===== config.mk =====
export PLATFORM = sky130hd
export DESIGN_NAME = wb_cmd_master_flat
export DESIGN_NICKNAME = d
export VERILOG_FILES = /design/src/rtl/wb_cmd_master_if.sv /design/src/rtl/wb_cmd_master.sv /design/src/flat_wrapper.sv
export SDC_FILE = /design/constraint.sdc
export NUM_CORES = 1
export LEC_CHECK = 0
export CORE_ASPECT_RATIO = 1.4
export CORE_MARGIN = 2
export CORE_UTILIZATION = 43
export DETAILED_ROUTE_END_ITERATION = 7
export HOLD_SLACK_MARGIN = 0.1
export PLACE_DENSITY_LB_ADDON = 0.15
export REMOVE_ABC_BUFFERS = 1
export SYNTH_ARGS = -nofsm -noshare
export SYNTH_HDL_FRONTEND = slang
export SYNTH_SLANG_ARGS = --single-unit

===== constraint.sdc =====
create_clock -name wb_clk_i -period 2.6 [get_ports wb_clk_i]
set_clock_uncertainty 0.1 [all_clocks]
set_input_delay 0.78 -clock wb_clk_i [delete_from_list [all_inputs] [get_ports wb_clk_i]]
set_output_delay 0.78 -clock wb_clk_i [all_outputs]
set_load 0.02 [all_outputs]

===== src/rtl/wb_cmd_master_if.sv =====
// Command/response handshake and Wishbone initiator bundle for wb_cmd_master.
interface wb_cmd_master_if;
    logic        cmd_valid_i;
    logic        cmd_ready_o;
    logic        cmd_we_i;
    logic [31:0] cmd_adr_i;
    logic [31:0] cmd_dat_i;
    logic [3:0]  cmd_sel_i;
    logic        rsp_valid_o;
    logic        rsp_ready_i;
    logic [31:0] rsp_dat_o;
    logic [1:0]  rsp_status_o;
    logic        wb_cyc_o;
    logic        wb_stb_o;
    logic        wb_we_o;
    logic [31:0] wb_adr_o;
    logic [31:0] wb_dat_o;
    logic [3:0]  wb_sel_o;
    logic [31:0] wb_dat_i;
    logic        wb_ack_i;
    logic        wb_err_i;

    modport master (
        input  cmd_valid_i, cmd_we_i, cmd_adr_i, cmd_dat_i, cmd_sel_i,
        output cmd_ready_o,
        output rsp_valid_o, rsp_dat_o, rsp_status_o,
        input  rsp_ready_i,
        output wb_cyc_o, wb_stb_o, wb_we_o, wb_adr_o, wb_dat_o, wb_sel_o,
        input  wb_dat_i, wb_ack_i, wb_err_i
    );

    modport slave (
        output cmd_valid_i, cmd_we_i, cmd_adr_i, cmd_dat_i, cmd_sel_i,
        input  cmd_ready_o,
        input  rsp_valid_o, rsp_dat_o, rsp_status_o,
        output rsp_ready_i,
        input  wb_cyc_o, wb_stb_o, wb_we_o, wb_adr_o, wb_dat_o, wb_sel_o,
        output wb_dat_i, wb_ack_i, wb_err_i
    );
endinterface


===== src/rtl/wb_cmd_master.sv =====
// Single-outstanding command to Wishbone initiator bridge.
// Optional bus timeout enabled by defining WB_CMD_MASTER_TIMEOUT_EN.
module wb_cmd_master #(
    parameter int TIMEOUT_CYCLES = 255
) (
    input  logic             wb_clk_i,
    input  logic             wb_rst_i,
    output logic             busy_o,
    wb_cmd_master_if.master  bus
);
    typedef enum logic [1:0] {
        IDLE = 2'd0,
        BUS  = 2'd1,
        RESP = 2'd2
    } state_t;

    localparam logic [1:0] ST_OK  = 2'b00;
    localparam logic [1:0] ST_ERR = 2'b01;
    localparam logic [1:0] ST_TMO = 2'b10;

    state_t      state_q, state_d;
    logic        we_q;
    logic [31:0] adr_q;
    logic [31:0] dat_q;
    logic [3:0]  sel_q;
    logic [31:0] rsp_dat_q;
    logic [1:0]  rsp_status_q;
    logic        tmo;
    logic        term;

`ifdef WB_CMD_MASTER_TIMEOUT_EN
    localparam logic [15:0] TMO_LIM = 16'(TIMEOUT_CYCLES);
    logic [15:0] cnt_q;

    // Fires in the BUS cycle whose increment would reach the limit.
    assign tmo = (state_q == BUS) && (cnt_q + 16'd1 == TMO_LIM);

    always_ff @(posedge wb_clk_i) begin
        if (wb_rst_i) begin
            cnt_q <= '0;
        end else if (state_q != BUS) begin
            cnt_q <= '0;
        end else if (!bus.wb_ack_i && !bus.wb_err_i) begin
            cnt_q <= cnt_q + 16'd1;
        end
    end
`else
    assign tmo = 1'b0;
`endif

    assign term = bus.wb_ack_i | bus.wb_err_i | tmo;

    always_ff @(posedge wb_clk_i) begin
        if (wb_rst_i) begin
            state_q <= IDLE;
        end else begin
            state_q <= state_d;
        end
    end

    always_comb begin
        state_d = state_q;
        unique case (state_q)
            IDLE:    if (bus.cmd_valid_i) state_d = BUS;
            BUS:     if (term) state_d = RESP;
            RESP:    if (bus.rsp_ready_i) state_d = IDLE;
            default: state_d = IDLE;
        endcase
    end

    always_ff @(posedge wb_clk_i) begin
        if (wb_rst_i) begin
            we_q         <= 1'b0;
            adr_q        <= '0;
            dat_q        <= '0;
            sel_q        <= '0;
            rsp_dat_q    <= '0;
            rsp_status_q <= ST_OK;
        end else begin
            unique case (state_q)
                IDLE: begin
                    if (bus.cmd_valid_i) begin
                        we_q  <= bus.cmd_we_i;
                        adr_q <= bus.cmd_adr_i;
                        dat_q <= bus.cmd_dat_i;
                        sel_q <= bus.cmd_sel_i;
                    end
                end
                BUS: begin
                    // err wins over ack; either wins over timeout
                    if (bus.wb_err_i) begin
                        rsp_dat_q    <= '0;
                        rsp_status_q <= ST_ERR;
                    end else if (bus.wb_ack_i) begin
                        rsp_dat_q    <= we_q ? 32'd0 : bus.wb_dat_i;
                        rsp_status_q <= ST_OK;
                    end else if (tmo) begin
                        rsp_dat_q    <= '0;
                        rsp_status_q <= ST_TMO;
                    end
                end
                default: ;
            endcase
        end
    end

    assign busy_o           = (state_q != IDLE);
    assign bus.cmd_ready_o  = (state_q == IDLE);
    assign bus.rsp_valid_o  = (state_q == RESP);
    assign bus.rsp_dat_o    = rsp_dat_q;
    assign bus.rsp_status_o = rsp_status_q;
    assign bus.wb_cyc_o     = (state_q == BUS);
    assign bus.wb_stb_o     = (state_q == BUS);
    assign bus.wb_we_o      = (state_q == BUS) ? we_q  : 1'b0;
    assign bus.wb_adr_o     = (state_q == BUS) ? adr_q : 32'd0;
    assign bus.wb_dat_o     = (state_q == BUS) ? dat_q : 32'd0;
    assign bus.wb_sel_o     = (state_q == BUS) ? sel_q : 4'd0;
endmodule


===== src/flat_wrapper.sv =====
// flat-port wrapper written by rule: the top's interface ports become plain ports
module wb_cmd_master_flat 
#(
    parameter int TIMEOUT_CYCLES = 255
)
  (wb_clk_i, wb_rst_i, busy_o, bus_cmd_valid_i, bus_cmd_we_i, bus_cmd_adr_i, bus_cmd_dat_i, bus_cmd_sel_i, bus_cmd_ready_o, bus_rsp_valid_o, bus_rsp_dat_o, bus_rsp_status_o, bus_rsp_ready_i, bus_wb_cyc_o, bus_wb_stb_o, bus_wb_we_o, bus_wb_adr_o, bus_wb_dat_o, bus_wb_sel_o, bus_wb_dat_i, bus_wb_ack_i, bus_wb_err_i);
  wb_cmd_master_if bus_i ();
  input  logic wb_clk_i;
  input  logic wb_rst_i;
  output logic busy_o;
  input wire logic [$bits(bus_i.cmd_valid_i)-1:0] bus_cmd_valid_i;
  input wire logic [$bits(bus_i.cmd_we_i)-1:0] bus_cmd_we_i;
  input wire logic [$bits(bus_i.cmd_adr_i)-1:0] bus_cmd_adr_i;
  input wire logic [$bits(bus_i.cmd_dat_i)-1:0] bus_cmd_dat_i;
  input wire logic [$bits(bus_i.cmd_sel_i)-1:0] bus_cmd_sel_i;
  output wire logic [$bits(bus_i.cmd_ready_o)-1:0] bus_cmd_ready_o;
  output wire logic [$bits(bus_i.rsp_valid_o)-1:0] bus_rsp_valid_o;
  output wire logic [$bits(bus_i.rsp_dat_o)-1:0] bus_rsp_dat_o;
  output wire logic [$bits(bus_i.rsp_status_o)-1:0] bus_rsp_status_o;
  input wire logic [$bits(bus_i.rsp_ready_i)-1:0] bus_rsp_ready_i;
  output wire logic [$bits(bus_i.wb_cyc_o)-1:0] bus_wb_cyc_o;
  output wire logic [$bits(bus_i.wb_stb_o)-1:0] bus_wb_stb_o;
  output wire logic [$bits(bus_i.wb_we_o)-1:0] bus_wb_we_o;
  output wire logic [$bits(bus_i.wb_adr_o)-1:0] bus_wb_adr_o;
  output wire logic [$bits(bus_i.wb_dat_o)-1:0] bus_wb_dat_o;
  output wire logic [$bits(bus_i.wb_sel_o)-1:0] bus_wb_sel_o;
  input wire logic [$bits(bus_i.wb_dat_i)-1:0] bus_wb_dat_i;
  input wire logic [$bits(bus_i.wb_ack_i)-1:0] bus_wb_ack_i;
  input wire logic [$bits(bus_i.wb_err_i)-1:0] bus_wb_err_i;
  assign bus_i.cmd_valid_i = bus_cmd_valid_i;
  assign bus_i.cmd_we_i = bus_cmd_we_i;
  assign bus_i.cmd_adr_i = bus_cmd_adr_i;
  assign bus_i.cmd_dat_i = bus_cmd_dat_i;
  assign bus_i.cmd_sel_i = bus_cmd_sel_i;
  assign bus_cmd_ready_o = bus_i.cmd_ready_o;
  assign bus_rsp_valid_o = bus_i.rsp_valid_o;
  assign bus_rsp_dat_o = bus_i.rsp_dat_o;
  assign bus_rsp_status_o = bus_i.rsp_status_o;
  assign bus_i.rsp_ready_i = bus_rsp_ready_i;
  assign bus_wb_cyc_o = bus_i.wb_cyc_o;
  assign bus_wb_stb_o = bus_i.wb_stb_o;
  assign bus_wb_we_o = bus_i.wb_we_o;
  assign bus_wb_adr_o = bus_i.wb_adr_o;
  assign bus_wb_dat_o = bus_i.wb_dat_o;
  assign bus_wb_sel_o = bus_i.wb_sel_o;
  assign bus_i.wb_dat_i = bus_wb_dat_i;
  assign bus_i.wb_ack_i = bus_wb_ack_i;
  assign bus_i.wb_err_i = bus_wb_err_i;
  wb_cmd_master #(.TIMEOUT_CYCLES(TIMEOUT_CYCLES)) u_core (.wb_clk_i(wb_clk_i), .wb_rst_i(wb_rst_i), .busy_o(busy_o), .bus(bus_i));
endmodule

Word level (Yosys, flattened, before mapping)
Cells that the tools add are included.
{"block": "op_classes", "addsub": 0, "reduce_logical": 6, "n_shift": 0, "bitwise_logic": 1, "mul": 0, "muxes": 13, "n_div": 0, "eq_ne": 5, "n_lt_le_gt_ge": 0}
{"op": "2-to-1 mux 32 bit", "n": 5}
{"op": "2-to-1 mux 2 bit", "n": 5}
{"op": "case mux 2 bit (3 select lines)", "n": 1}
{"op": "2-to-1 mux 4 bit", "n": 1}
{"op": "!= test 2 x 1 -> 1 bit, second input constant", "n": 2}
{"op": "AND reduction 2 bit", "n": 2}
{"op": "nonzero test 2 bit", "n": 2}
{"op": "AND reduction 3 bit", "n": 1}
{"op": "equality test 2 x 1 -> 1 bit, second input constant", "n": 1}
{"op": "equality test 2 bit, second input constant", "n": 1}
{"op": "zero test 2 bit", "n": 1}
{"op": "!= test 2 bit, second input constant", "n": 1}
{"op": "2-to-1 mux 1 bit", "n": 1}
{"op": "bitwise OR 1 bit", "n": 1}
{"block": "word_totals", "mem_bits_rw": 0, "mem_bits_ro": 0, "reg_bits": 105, "elab_cells": 32, "out_inout_bits": 108, "in_bits": 107, "memories": 0, "latch_bits": 0}

Depth between registers and ports, before layout
{"block": "logic_depth", "ltp_word": 3, "ltp_mapped": 6, "mapped_depth_nobuf": 3}

Least setup slack after synthesis
No wires, ideal clock.
{"block": "synth_timing", "path_kind": "reg-to-output", "startpoint": "register u_core.state_q[0]", "endpoint": "output bus_wb_adr_o[22]", "slack_ps": 468, "path_stages_with_launch": 4, "arrival_ps": 1252, "cell_sequence": "dfxtp_1 > and2b_2 > clkbuf_1 > and2_1"}
{"block": "synth_between", "elab_chain_len": 2}
{"element": "from (decl)", "line": "wb_cmd_master.sv:21", "text": "state_t state_q, state_d;"}
{"element": "from (signal assigned)", "line": "wb_cmd_master.sv:57", "text": "state_q <= state_d;"}
{"element": "equality test 2 x 1 -> 1 bit"}
{"element": "net bus_wb_cyc_o", "line": "flat_wrapper.sv:21", "text": "output wire logic [$bits(bus_i.wb_cyc_o)-1:0] bus_wb_cyc_o;"}
{"element": "2-to-1 mux 32 bit", "line": "wb_cmd_master.sv:115", "text": "assign bus.wb_adr_o = (state_q == BUS) ? adr_q : 32'd0;"}
{"element": "to (decl)", "line": "flat_wrapper.sv:24", "text": "output wire logic [$bits(bus_i.wb_adr_o)-1:0] bus_wb_adr_o;"}
The timed path passes the listed nets, and every way through them passes these cells.

Worst setup path after layout
{"block": "layout_timing", "startpoint": "register u_core.state_q[0]", "endpoint": "output busy_o"}
{"block": "layout_between", "elab_chain_len": 1}
{"element": "nonzero test 2 bit", "line": "wb_cmd_master.sv:107", "text": "assign busy_o = (state_q != IDLE);"}
{"element": "to (decl)", "line": "flat_wrapper.sv:10", "text": "output logic busy_o;"}
No other way between the ends.

==> results_dict.tcl <==
set metrics [dict create \
    run_status "finished, final reports clean" \
    multi_input_logic_area_um2 1980 \
    clkTransAtPathRegs_ns 0.07 \
    peakVddDrop_uv 420 \
    crit_required_ns 1.72 \
    drive_above_1_share 0.0553 \
    grt_start_max_net_pins 51 \
    startpoint_kind_of_the_worst_setup_timing_path "flop" \
    full_die_area_um2 10800 \
    grtUsageTotal 0.225 \
    max-clock-path-buffers 2 \
    place.port_buffers 213 \
    drt_first_iter_violations 171 \
    overflow 0 \
    drt_pre_antenna_iters 4 \
    hold_depth 2 \
    cts_buf_count 9 \
    final-instance-count-excl-fill 877 \
    number_of_antenna_violations_at_the_first_check_in_global_routing 0 \
    tritoncts "yes" \
    initial_core_util 0.438 \
    worst_r2r_endpoint "u_core.bus.rsp_dat_o[26]" \
    timing.critical_path.arrival_ns 1.66 \
    holdCritPathClass "flop to flop" \
    fin_max_slew_vios 0 \
    gr-max-usage-layer "met2" \
    worstSetupPathType "flop to output port" \
    ys_seq_elements 104 \
    timing_hold_violations_final 0 \
    worstPathMaxFanout 5 \
    detail_route.wl_per_cell_um 14.4 \
    coreArea_um2 9790 \
    synthesis.instances 544 \
    portion_of_the_clock_cycle_consumed_by_the_worst_path_in_the_final_layout 0.977 \
    wirelength_um 12600 \
    clock_sinks 104 \
    post-route-min-period_ns 2.54 \
    detailed_place_hpwl_um 8900 \
    worstHoldStart "u_core.adr_q[12]" \
    timing.critical_path.to_type "output port" \
    worst_hold_path.endpoint "u_core.adr_q[12]" \
    rsz0062_at_grt "no" \
    nets 844 \
    floorplan.io_pins 215 \
    worstMarginPinSlew_ns 0.893 \
    groute.layer.met3.usage 0.0528 \
    avgViaCountPerCell 4.97 \
    maxClockFrequency_mhz 394 \
    ff2ff_setup_slack_ns 0.51 \
    synth-seq-area-share 0.486 \
    worstSkewPairLatency_ns 0.34 \
    reg2reg_depth 4 \
    number_of_global_route_vias_before_repair 3983 \
    die-width_um 88.4 \
    holdBufCountCts 0 \
    chipHeight_um 122 \
    filler_cell_count 847 \
    met2_layer_usage_reported_by_global_route 0.372 \
    slew_headroom 0.405 \
    drt_drc_violations_left 0 \
    htree_levels 3 \
    p_leak_nw 2.93 \
    global_route.usage.met1 0.275 \
    routabilityCongestion 0.816 \
    routed-via-count 4356 \
    synthesis.area_um2 4290 \
    ys_types 27 \
    ys.warnings.count 0 \
    area.growth.synth_to_final_pct 58.8 \
    post-place-cells 860 \
    whs_ns 0.349 \
    setup_viols_final 0 \
    antenna_cells_inserted 0 \
    clockRootBuffer "sky130_fd_sc_hd__clkbuf_16" \
    post_synth.cell_area_avg_um2 7.88 \
    critical_path.reg2reg.startpoint "u_core.state_q[1]" \
    ant_nets 0 \
    seq_area_um2 2080 \
    p_per_area_nw_per_um2 545 \
    placement_rows 43 \
    grt_pass1_wl_um 19200 \
    maxCapViolations 0 \
]
worst max-delay path by stage:
stage,startpoint,end,slack [ns]
2_1_floorplan,bus_cmd_valid_i,u_core.adr_q[0],-0.56
3_3_place_gp,bus_wb_err_i,u_core.bus.rsp_dat_o[8],0.07
3_5_place_dp,bus_wb_err_i,u_core.bus.rsp_dat_o[14],-0.02
4_1_cts,u_core.state_q[1],bus_wb_sel_o[2],-0.16
5_1_grt,u_core.state_q[1],busy_o,0.01
6_report,u_core.state_q[0],busy_o,0.06
kinds of logic (layout without fill, tap and decap cells):
kind of cell / count (synthesis) / count (layout) / share of synthesized area
buffers and inverters: 51 / 249 / 0.0554
AND/OR/NAND/NOR: 283 / 283 / 0.333
AO/OA/AOI/OAI: 104 / 104 / 0.123
multiplexers: 1 / 1 / 0.00233
flip-flops: 104 / 104 / 0.486
other: 1 / 1 / 0.000875
cell type report:
class,count,share of cell area
Sequential cell,104,0.306
Tap cell,135,0.0248
Inverter,2,0.00110
Clock buffer,11,0.0371
Clock inverter,5,0.00808
Multi-Input combinational cell,389,0.291
Timing Repair Buffer,231,0.332
worst max-delay path, stage by stage, from the launching register on:
cell and delay (ns):
sky130_fd_sc_hd__dfxtp_1 0.32, sky130_fd_sc_hd__buf_4 0.15, sky130_fd_sc_hd__or2_2 0.31, sky130_fd_sc_hd__clkdlybuf4s50_1 0.55
layout by cell type, fill, tap and decap left out:
cell type,count
sky130_fd_sc_hd__buf_6,1
sky130_fd_sc_hd__buf_2,1
sky130_fd_sc_hd__clkinv_2,2
sky130_fd_sc_hd__dlygate4sd2_1,60
sky130_fd_sc_hd__o21ai_0,31
sky130_fd_sc_hd__clkinvlp_4,2
sky130_fd_sc_hd__nor2b_1,1
sky130_fd_sc_hd__nand4_1,32
sky130_fd_sc_hd__nor3_2,1
sky130_fd_sc_hd__dfxtp_1,104
sky130_fd_sc_hd__nor3b_4,1
sky130_fd_sc_hd__mux2i_1,1
sky130_fd_sc_hd__clkdlybuf4s15_1,5
sky130_fd_sc_hd__or2_1,1
sky130_fd_sc_hd__a22oi_1,1
sky130_fd_sc_hd__clkdlybuf4s50_1,140
sky130_fd_sc_hd__buf_4,13
sky130_fd_sc_hd__and2b_4,1
sky130_fd_sc_hd__and2_1,70
sky130_fd_sc_hd__o21ai_1,1
sky130_fd_sc_hd__conb_1,1
sky130_fd_sc_hd__or2_2,1
sky130_fd_sc_hd__clkbuf_16,10
sky130_fd_sc_hd__a21oi_1,70
sky130_fd_sc_hd__nand2_1,139
sky130_fd_sc_hd__nor2_1,2
sky130_fd_sc_hd__inv_1,2
sky130_fd_sc_hd__bufinv_16,1
sky130_fd_sc_hd__buf_12,3
sky130_fd_sc_hd__clkbuf_8,2
sky130_fd_sc_hd__or3b_2,1
sky130_fd_sc_hd__dlymetal6s2s_1,7
sky130_fd_sc_hd__nor3_1,1
sky130_fd_sc_hd__a21bo_2,1
sky130_fd_sc_hd__nand2b_1,32
report_power, final:
group / leakage, nW / switching [mW] / internal [mW]
registers: 0.850 / 0.0408 / 1.68
clock network: 0.148 / 0.574 / 0.795
logic: 1.93 / 0.308 / 0.311
registers in the layout, indices dropped and copies added, names as in the netlist:
signal	flops
u_core.adr_q	32
u_core.bus.rsp_dat_o	32
u_core.dat_q	32
u_core.sel_q	4
u_core.state_q	2
u_core.bus.rsp_status_o	1
u_core.we_q	1
cell usage after synthesis:
cell type / n / area (um^2)
sky130_fd_sc_hd__dfxtp_1: 104 / 2080
sky130_fd_sc_hd__nor2b_1: 1 / 6.26
sky130_fd_sc_hd__nor3_1: 2 / 10.0
sky130_fd_sc_hd__or2_2: 1 / 6.26
sky130_fd_sc_hd__clkbuf_2: 3 / 15.0
sky130_fd_sc_hd__nand4_1: 32 / 200
sky130_fd_sc_hd__nor2_1: 2 / 7.51
sky130_fd_sc_hd__buf_6: 2 / 22.5
sky130_fd_sc_hd__and2b_2: 1 / 8.76
sky130_fd_sc_hd__nor3b_2: 1 / 12.5
sky130_fd_sc_hd__buf_4: 4 / 30.0
sky130_fd_sc_hd__nand2b_1: 32 / 200
sky130_fd_sc_hd__a21oi_1: 70 / 350
sky130_fd_sc_hd__conb_1: 1 / 3.75
sky130_fd_sc_hd__clkbuf_1: 29 / 109
sky130_fd_sc_hd__buf_1: 1 / 3.75
sky130_fd_sc_hd__mux2i_1: 1 / 10.0
sky130_fd_sc_hd__a22oi_1: 1 / 7.51
sky130_fd_sc_hd__nand2_1: 139 / 522
sky130_fd_sc_hd__or3b_1: 1 / 8.76
sky130_fd_sc_hd__o21ai_0: 31 / 155
sky130_fd_sc_hd__a21bo_2: 1 / 10.0
sky130_fd_sc_hd__or2_0: 1 / 6.26
sky130_fd_sc_hd__inv_1: 2 / 7.51
sky130_fd_sc_hd__o21ai_1: 1 / 5.00
sky130_fd_sc_hd__buf_2: 10 / 50.1
sky130_fd_sc_hd__and2_1: 70 / 438
routing by layer:
| layer | vias up | share of wire |
|---|---|---|
| met3 | 29 | 0.075 |
| li1 | 2153 | - |
| met1 | 2010 | 0.41 |
| met2 | 164 | 0.49 |
| met5 | - | 0 |
| met4 | 0 | 0.026 |
per-stage QoR:
step / cell area (um^2) / TNS, ns / util / total power [mW] / setup slack, ns
2_1_floorplan: 4060 / -46.95 / - / 2.00 / -0.565
3_3_place_gp: 6530 / 0 / 0.667 / 2.37 / 0.0739
3_5_place_dp: 6530 / -0.0309 / 0.667 / 2.39 / -0.0213
4_1_cts: 6760 / -1.08 / 0.690 / 3.74 / -0.159
5_1_grt: 6810 / 0 / 0.696 / 3.87 / 0.0134
6_report: 6810 / 0 / 0.696 / 3.71 / 0.0600
timing repair:
item                                    CTS  global route
cloned                                    0             1
endpoints found under the setup margin   72            28
pin swaps                                 0             0
resized for setup                        66            13
buffers inserted                          0             0
(Power assumes the default switching activity.)
